==> config.mk <==
export PLATFORM = sky130hd
export DESIGN_NAME = clk_div_cfg_ctrl
export DESIGN_NICKNAME = d
export VERILOG_FILES = /design/src/rtl/clk_div_ctrl_pkg.sv /design/src/rtl/clk_div_cfg_ctrl_rr_arbiter.sv /design/src/rtl/clk_div_cfg_ctrl.sv
export SDC_FILE = /design/constraint.sdc
export NUM_CORES = 1
export LEC_CHECK = 0
export CAP_MARGIN = 20
export CORE_MARGIN = 1.5
export CORE_UTILIZATION = 50
export DETAILED_ROUTE_END_ITERATION = 12
export DONT_BUFFER_PORTS = 1
export PLACE_DENSITY = 0.76
export SLEW_MARGIN = 15
export SYNTH_ARGS = -nofsm -noshare
export SYNTH_HDL_FRONTEND = slang
export SYNTH_SLANG_ARGS = --single-unit
export TNS_END_PERCENT = 100
==> constraint.sdc <==
create_clock -name i_ref_clk -period 4.05 [get_ports i_ref_clk]
set_input_delay 1.0125 -clock i_ref_clk [delete_from_list [all_inputs] [get_ports i_ref_clk]]
set_output_delay 1.0125 -clock i_ref_clk [all_outputs]
set_load 0.01 [all_outputs]
==> src/rtl/clk_div_ctrl_pkg.sv <==
// Shared types and helpers for the clock-divider configuration controller.
package clk_div_ctrl_pkg;

    localparam int unsigned DEF_RATIO_W = 4;

    typedef enum logic [2:0] {
        IDLE,
        DRAIN,
        LOAD,
        ENABLE,
        WAIT_LOCK,
        ACK
    } state_t;

    // Cycles the divider needs after re-enable before its output is trusted.
    function automatic int unsigned lock_cycles(input int unsigned ratio);
        return (ratio >= 2) ? 2 * ratio : 1;
    endfunction

endpackage

==> src/rtl/clk_div_cfg_ctrl_rr_arbiter.sv <==
// Combinational round-robin arbiter: first set request at or after i_ptr wins.
module rr_arbiter #(
    parameter int unsigned NUM_REQ = 2,
    parameter int unsigned ID_W    = (NUM_REQ > 1) ? $clog2(NUM_REQ) : 1
) (
    input  logic [NUM_REQ-1:0] i_req,
    input  logic [ID_W-1:0]    i_ptr,
    output logic               o_grant_vld,
    output logic [ID_W-1:0]    o_grant_id
);

    int unsigned idx;

    always_comb begin
        o_grant_vld = 1'b0;
        o_grant_id  = '0;
        idx         = 0;
        for (int unsigned i = 0; i < NUM_REQ; i++) begin
            idx = (32'(i_ptr) + i) % NUM_REQ;
            if (!o_grant_vld && i_req[ID_W'(idx)]) begin
                o_grant_vld = 1'b1;
                o_grant_id  = ID_W'(idx);
            end
        end
    end

endmodule

==> src/rtl/clk_div_cfg_ctrl.sv <==
// Arbitrates divider ratio changes among requesters and sequences each change glitch-free.
module clk_div_cfg_ctrl
    import clk_div_ctrl_pkg::*;
#(
    parameter int unsigned NUM_REQ    = 2,
    parameter int unsigned RATIO_W    = DEF_RATIO_W,
    parameter int unsigned SETTLE_CYC = 2,
    parameter int unsigned RST_RATIO  = 2,
    parameter int unsigned ID_W       = (NUM_REQ > 1) ? $clog2(NUM_REQ) : 1
) (
    input  logic                       i_ref_clk,
    input  logic                       i_rst,
    input  logic                       i_global_en,
    input  logic [NUM_REQ-1:0]         i_req,
    input  logic [NUM_REQ*RATIO_W-1:0] i_req_ratio,
    output logic [NUM_REQ-1:0]         o_ack,
    output logic                       o_busy,
    output logic [ID_W-1:0]            o_grant_id,
    output logic                       o_clk_en,
    output logic [RATIO_W-1:0]         o_div_ratio
);

    localparam int unsigned CNT_W = RATIO_W + 1;

    state_t               state_q, state_d;
    logic [ID_W-1:0]      ptr_q, ptr_d;
    logic [ID_W-1:0]      id_q, id_d;
    logic [RATIO_W-1:0]   ratio_q, ratio_d;
    logic [RATIO_W-1:0]   div_ratio_q, div_ratio_d;
    logic [CNT_W-1:0]     cnt_q, cnt_d;
    logic                 clk_en_q, clk_en_d;
    logic                 cfg_valid_q, cfg_valid_d;
    logic                 busy_q, busy_d;
    logic [NUM_REQ-1:0]   ack_q, ack_d;

    logic                 arb_vld;
    logic [ID_W-1:0]      arb_id;
    logic [RATIO_W-1:0]   ratio_arr [NUM_REQ];
    logic [RATIO_W-1:0]   arb_ratio;

    for (genvar k = 0; k < NUM_REQ; k++) begin : g_ratio
        assign ratio_arr[k] = i_req_ratio[k*RATIO_W +: RATIO_W];
    end

    assign arb_ratio = ratio_arr[arb_id];

    rr_arbiter #(
        .NUM_REQ (NUM_REQ),
        .ID_W    (ID_W)
    ) u_arb (
        .i_req       (i_req),
        .i_ptr       (ptr_q),
        .o_grant_vld (arb_vld),
        .o_grant_id  (arb_id)
    );

    // Next-state and registered-output logic.
    always_comb begin
        state_d     = state_q;
        ptr_d       = ptr_q;
        id_d        = id_q;
        ratio_d     = ratio_q;
        div_ratio_d = div_ratio_q;
        cnt_d       = cnt_q;
        clk_en_d    = clk_en_q;
        cfg_valid_d = cfg_valid_q;
        ack_d       = '0;

        case (state_q)
            IDLE: begin
                clk_en_d = i_global_en & cfg_valid_q;
                if (i_global_en && arb_vld) begin
                    id_d    = arb_id;
                    ratio_d = arb_ratio;
                    ptr_d   = (32'(arb_id) == NUM_REQ - 1) ? '0 : ID_W'(32'(arb_id) + 1);
                    // Unchanged ratio on a running divider needs no resequencing.
                    if (arb_ratio == div_ratio_q && clk_en_q) begin
                        state_d       = ACK;
                        ack_d[arb_id] = 1'b1;
                    end else begin
                        clk_en_d = 1'b0;
                        cnt_d    = CNT_W'(SETTLE_CYC);
                        state_d  = DRAIN;
                    end
                end
            end
            DRAIN: begin
                cnt_d = cnt_q - CNT_W'(1);
                if (cnt_q == CNT_W'(1)) state_d = LOAD;
            end
            LOAD: begin
                div_ratio_d = ratio_q;
                state_d     = ENABLE;
            end
            ENABLE: begin
                clk_en_d = 1'b1;
                cnt_d    = CNT_W'(lock_cycles(32'(ratio_q)));
                state_d  = WAIT_LOCK;
            end
            WAIT_LOCK: begin
                cnt_d = cnt_q - CNT_W'(1);
                if (cnt_q == CNT_W'(1)) begin
                    state_d     = ACK;
                    ack_d[id_q] = 1'b1;
                end
            end
            ACK: begin
                cfg_valid_d = 1'b1;
                state_d     = IDLE;
            end
            default: state_d = IDLE;
        endcase

        busy_d = (state_d != IDLE);
    end

    always_ff @(posedge i_ref_clk) begin
        if (i_rst) begin
            state_q     <= IDLE;
            ptr_q       <= '0;
            id_q        <= '0;
            ratio_q     <= RATIO_W'(RST_RATIO);
            div_ratio_q <= RATIO_W'(RST_RATIO);
            cnt_q       <= '0;
            clk_en_q    <= 1'b0;
            cfg_valid_q <= 1'b0;
            busy_q      <= 1'b0;
            ack_q       <= '0;
        end else begin
            state_q     <= state_d;
            ptr_q       <= ptr_d;
            id_q        <= id_d;
            ratio_q     <= ratio_d;
            div_ratio_q <= div_ratio_d;
            cnt_q       <= cnt_d;
            clk_en_q    <= clk_en_d;
            cfg_valid_q <= cfg_valid_d;
            busy_q      <= busy_d;
            ack_q       <= ack_d;
        end
    end

    assign o_ack       = ack_q;
    assign o_busy      = busy_q;
    assign o_grant_id  = id_q;
    assign o_clk_en    = clk_en_q;
    assign o_div_ratio = div_ratio_q;

endmodule

==> results of run 1 <==
through the flow:
stage               std cells   util
floorplan                 171      -
global placement          193  0.541
detailed placement        193  0.541
CTS                       197  0.551
global route              197  0.551
finish                    197  0.551
report_power, final:
group	switching (mW)	internal [mW]	total [mW]
Clock	0.0673	0.0385	0.106
Sequential	0.0181	0.239	0.257
Combinational	0.0523	0.0402	0.0925
Total	0.138	0.318	0.456
logic make-up (layout without fill, tap and decap cells):
family / Yosys count / in the layout / synth area share
buf+inv: 16 / 12 / 0.0447
simple gates: 71 / 71 / 0.273
flops: 23 / 23 / 0.336
fa+ha+maj: 2 / 2 / 0.0183
compound gates: 52 / 52 / 0.280
xor+xnor: 4 / 4 / 0.0256
mux: 3 / 3 / 0.0219
cells in the mapped netlist (all sizes together) (3+ instances only):
cell type	instances	area, um2
a31oi	6	37.5
o21ai	13	65.1
dfxtp	23	460
a21oi	8	40.0
nor3	6	30.0
o22ai	4	25.0
mux2i	3	30.0
nand2b	5	33.8
inv	8	30.0
nand2	14	52.6
clkbuf	7	26.3
nand3	6	30.0
o21a	3	22.5
nor2b	4	25.0
a211oi	5	37.5
nor2	21	81.3
critical path: cells and delay by family:
family	cells	cell delay [ns]
compound gates	4	0.74
simple gates	2	0.71
final timing paths:
| kind | from | slack, ns | cells past startpoint | to |
|---|---|---|---|---|
| worst min register to register | cfg_valid_q | 0.52 | 2 | cfg_valid_q |
| worst max register to register | state_q[1] | 1.88 | 4 | o_div_ratio[1] |
| worst max-delay path | i_req_ratio[1] | 1.77 | 6 | cnt_q[1] |
| worst min-delay path | cfg_valid_q | 0.52 | 2 | cfg_valid_q |
layer usage:
layer,share of wire,up-vias,routed length [um]
met2,0.49,35,1540
met1,0.45,601,1390
li1,-,616,-
met5,0,-,0
met4,0.012,0,38
met3,0.048,6,149
cell type report:
type,count,area [um2],area share
Clock buffer,4,26.3,0.0187
Sequential cell,23,460,0.328
Tap cell,30,37.5,0.0268
Inverter,8,30.0,0.0214
Multi-Input combinational cell,132,848,0.605
registers in the layout, indices dropped and copies added (netlist names):
name,flops
cnt_q,5
o_grant_id,1
o_div_ratio,4
o_busy,1
o_ack,2
state_q,3
ratio_q,4
o_clk_en,1
cfg_valid_q,1
ptr_q,1
==> flow_metrics.py, run 1 <==
metrics = {
    "sta": {
        "relSlewSlack": 0.394,
        "tightest_slew_ns": 0.896,
        "hold_slack_ns": 0.520,
        "rsz0062_at_grt": "false",
        "hold_viol": 0,
        "min_period_over_period": 0.563,
        "fin_crit_ns": 2.28,
        "tns_ns": 0,
        "worst_slack_ns": 1.77,
        "drv_slew": 0,
        "max_clock_freq_mhz": 438,
        "setup_viol": 0,
        "clock-skew-final_ns": 0.00358,
    },
    "setup_path": {
        "crit_type": "input port to register",
        "worstPathCellList": "and2b_1 > a2111oi_4 > a221oi_4 > nor4_4 > o311a_1 > a2111oi_2",
        "max_stage_delay_ns": 0.51,
        "cp_max_fo": 8,
        "crit_slowest_cell": "nor4_4",
        "cp.required_ns": 4.23,
        "cp-end-kind": "register",
        "cp.arrival_ns": 2.46,
        "cp-start-kind": "input port",
    },
    "finish": {
        "layout_common_cells": "dfxtp_1, nor2_1, nand2_1",
        "layout.nets": 183,
        "layout_commonest_cell": "dfxtp_1",
        "drive_gt1_frac": 0.0778,
        "antennaDiodeCount": 0,
        "design_area_mm2": 0.00140,
        "area_delta_synth_final_pct": 2.37,
        "fillerInstances": 236,
    },
    "clocking": {
        "cts_tree": "yes",
        "holdBufCountCts": 0,
        "cts-resized-gates": 0,
        "numCtsBuffers": 3,
        "clock_latency_ns": 0.31,
        "clock-root-buffer": "clkbuf_4",
        "cts.clk_slew.worst_paths_ns": 0.12,
        "cts_sinks": 23,
        "cts_buffer_depth": 2,
        "cts-htree-levels": 1,
        "postCtsSetupRepairBufs": 0,
    },
    "detailed_routing": {
        "wl_um": 3110,
        "vias_per_cell": 6.39,
        "wl_per_cell_um": 15.8,
        "drtIter0Drc": 55,
        "drc": 0,
        "num_vias": 1258,
        "drtAntennaViolNets": 0,
        "drtPass1Iterations": 4,
    },
    "outcome": {
        "status": "finished clean",
    },
    "placement": {
        "post-place-ws_ns": 1.44,
        "gp_congestion": 0.923,
        "dp_hpwl_um": 2300,
        "io_buffers": 0,
        "place_area_mm2": 0.00138,
    },
    "global_routing": {
        "grt_max_degree": 23,
        "grt_pass1_vias": 1127,
        "use_met1": 0.272,
        "met3_usage": 0.0281,
        "busiest_layer": "met2",
        "grt_util_all_layers": 0.207,
        "grt_antenna_before_repair": 0,
        "grt_pass1_wl_um": 5190,
        "grt_util_met2": 0.352,
        "overflow": 0,
    },
    "synth": {
        "ys_types": 44,
        "synth_nets": 186,
        "ys_seq_elements": 23,
        "syn_area_mm2": 0.00137,
        "synthFlopType": "dfxtp_1",
        "synth_cells": 171,
        "syn_area_per_cell_um2": 8.01,
        "synth_edf_count": 0,
        "ys_seq_area_frac": 0.336,
        "ys_async_sr_fraction": 0,
        "synth_warnings": 0,
    },
    "floorplanning": {
        "dieHeight_um": 55.3,
        "core_mm2": 0.00254,
        "die_x_um": 55.3,
        "placementRows": 18,
        "start_util": 0.538,
        "dieArea_mm2": 0.00306,
        "io_pins": 22,
    },
    "pwr": {
        "power_uw": 456,
        "peakVddDrop_v": 0.000260,
        "p_leak_nw": 0.462,
        "powerDensity_mw_per_mm2": 325,
    },
    "worst_hold_path": {
        "hold_class": "register to register",
    },
    "job": {
        "drv_cap": 0,
    },
}
(Power assumes the default switching activity.)
==> inputs of run 2 (changes only) <==
- clock period: 4.05 -> 2.3 ns (I/O delays scaled with it)
==> flow_metrics.py, run 2 (synthesized netlist as in run 1, its figures left out) <==
metrics = {
    "outcome": {
        "status": "finished clean",
    },
    "global_routing": {
        "grt_max_degree": 23,
        "use_met1": 0.276,
        "grt_pass1_wl_um": 5350,
        "grt_util_all_layers": 0.214,
        "grt_pass1_vias": 1220,
        "busiest_layer": "met2",
        "overflow": 0,
        "grt_util_met2": 0.354,
        "met3_usage": 0.0515,
        "grt_antenna_before_repair": 0,
    },
    "setup_path": {
        "crit_slowest_cell": "dfxtp_1",
        "cp.required_ns": 2.51,
        "critical_path_buf_inv_count": 0,
        "cp.arrival_ns": 2.24,
        "cp-end-kind": "register",
        "worstPathCellList": "and2b_1 > o22ai_1 > a221oi_4 > nor4_4 > o311a_1 > a2111oi_2",
        "cp_max_fo": 8,
        "max_stage_delay_ns": 0.48,
        "crit_family": "compound AO/OA/AOI/OAI gates",
        "crit_type": "register to register",
        "cp-start-kind": "register",
    },
    "sta": {
        "fin_crit_ns": 2.03,
        "max_clock_freq_mhz": 494,
        "drv_slew": 0,
        "hold_viol": 0,
        "relSlewSlack": 0.625,
        "setup_viol": 0,
        "tightest_slew_ns": 0.561,
        "hold_slack_ns": 0.319,
        "clock-skew-final_ns": 0.00250,
        "tns_ns": 0,
        "rsz0062_at_grt": "false",
        "worst_slack_ns": 0.274,
        "min_period_over_period": 0.881,
    },
    "pwr": {
        "powerDensity_mw_per_mm2": 562,
        "pwr-share-seq": 0.560,
        "p_int_uw": 563,
        "peakVddDrop_v": 0.000375,
        "power_uw": 810,
        "switching_share": 0.305,
        "p_leak_nw": 0.490,
        "switchingPower_uw": 247,
        "combPwrFrac": 0.211,
        "power_frac_clock": 0.229,
    },
    "clocking": {
        "cts-htree-levels": 1,
        "cts_tree": "yes",
        "postCtsSetupRepairBufs": 0,
        "numCtsBuffers": 3,
        "clock_latency_ns": 0.30,
        "cts_buffer_depth": 2,
        "holdBufCountCts": 0,
        "cts_sinks": 23,
        "cts-resized-gates": 0,
        "cts.clk_slew.worst_paths_ns": 0.13,
        "clock-root-buffer": "clkbuf_4",
    },
    "finish": {
        "fillerInstances": 256,
        "drive_gt1_frac": 0.110,
        "layout_common_cells": "dfxtp_1, nor2_1, nand2_1",
        "largest_reg_flops": 5,
        "layout.nets": 188,
        "antennaDiodeCount": 0,
        "area_delta_synth_final_pct": 5.21,
        "layout_commonest_cell": "dfxtp_1",
        "top_register": "cnt_q",
    },
    "floorplanning": {
        "placementRows": 18,
        "core_mm2": 0.00254,
        "io_pins": 22,
        "dieArea_mm2": 0.00306,
        "start_util": 0.538,
        "die_x_um": 55.3,
        "dieHeight_um": 55.3,
    },
    "detailed_routing": {
        "num_vias": 1285,
        "drtPass1Iterations": 4,
        "drc": 0,
        "wl_um": 3230,
        "vias_per_cell": 6.36,
        "wl_per_cell_um": 16.0,
        "drtAntennaViolNets": 0,
        "drtIter0Drc": 41,
    },
    "placement": {
        "dp_hpwl_um": 2420,
        "io_buffers": 0,
        "post-place-ws_ns": 0.164,
        "gp_congestion": 0.907,
    },
    "job": {
        "drv_cap": 0,
    },
    "worst_hold_path": {
        "hold_class": "input port to register",
    },
}
-- run 2: changes by cell type in the layout (fill, tap and decap cells not counted), sizes merged --
cell and delta:
clkbuf -1, clkinv +1, buf +5
-- run 2: cell type report --
cell class	instances	area [um2]	area share
multi-input combinational	132	848	0.589
sequential	23	460	0.319
timing repair buffer	5	37.5	0.0260
inverter	8	30.0	0.0208
tap	30	37.5	0.0260
clock buffer	3	22.5	0.0156
clock inverter	1	5.00	0.00347
-- run 2: metal layers --
| metal | vias up | wire (um) |
|---|---|---|
| met1 | 614 | 1390 |
| met2 | 37 | 1640 |
| met3 | 6 | 146 |
| li1 | 628 | - |
| met5 | - | 0 |
| met4 | 0 | 49 |
-- run 2: final timing paths --
kind,end,cells past startpoint,startpoint,slack (ns)
setup / recovery,cnt_q[1],6,o_div_ratio[1],0.27
hold reg to reg,cfg_valid_q,2,cfg_valid_q,0.49
setup reg to reg,cnt_q[1],6,o_div_ratio[1],0.27
hold / removal,cnt_q[3],1,i_rst,0.32
-- run 2: power groups by stage --
stage / Sequential, mW / Combinational (mW) / Clock (mW)
floorplan: 0.447 / 0.150 / 0
global placement: 0.460 / 0.165 / 0
detailed placement: 0.462 / 0.169 / 0
CTS: 0.453 / 0.170 / 0.191
global route: 0.457 / 0.190 / 0.213
finish: 0.453 / 0.171 / 0.185
-- run 2: through the flow --
| stage | std cells | area (um2) | utilization |
|---|---|---|---|
| after floorplan | 171 | 1370 | - |
| after global placement | 198 | 1410 | 0.556 |
| after detailed placement | 198 | 1410 | 0.556 |
| after CTS | 202 | 1440 | 0.566 |
| after global routing | 202 | 1440 | 0.566 |
| final | 202 | 1440 | 0.566 |
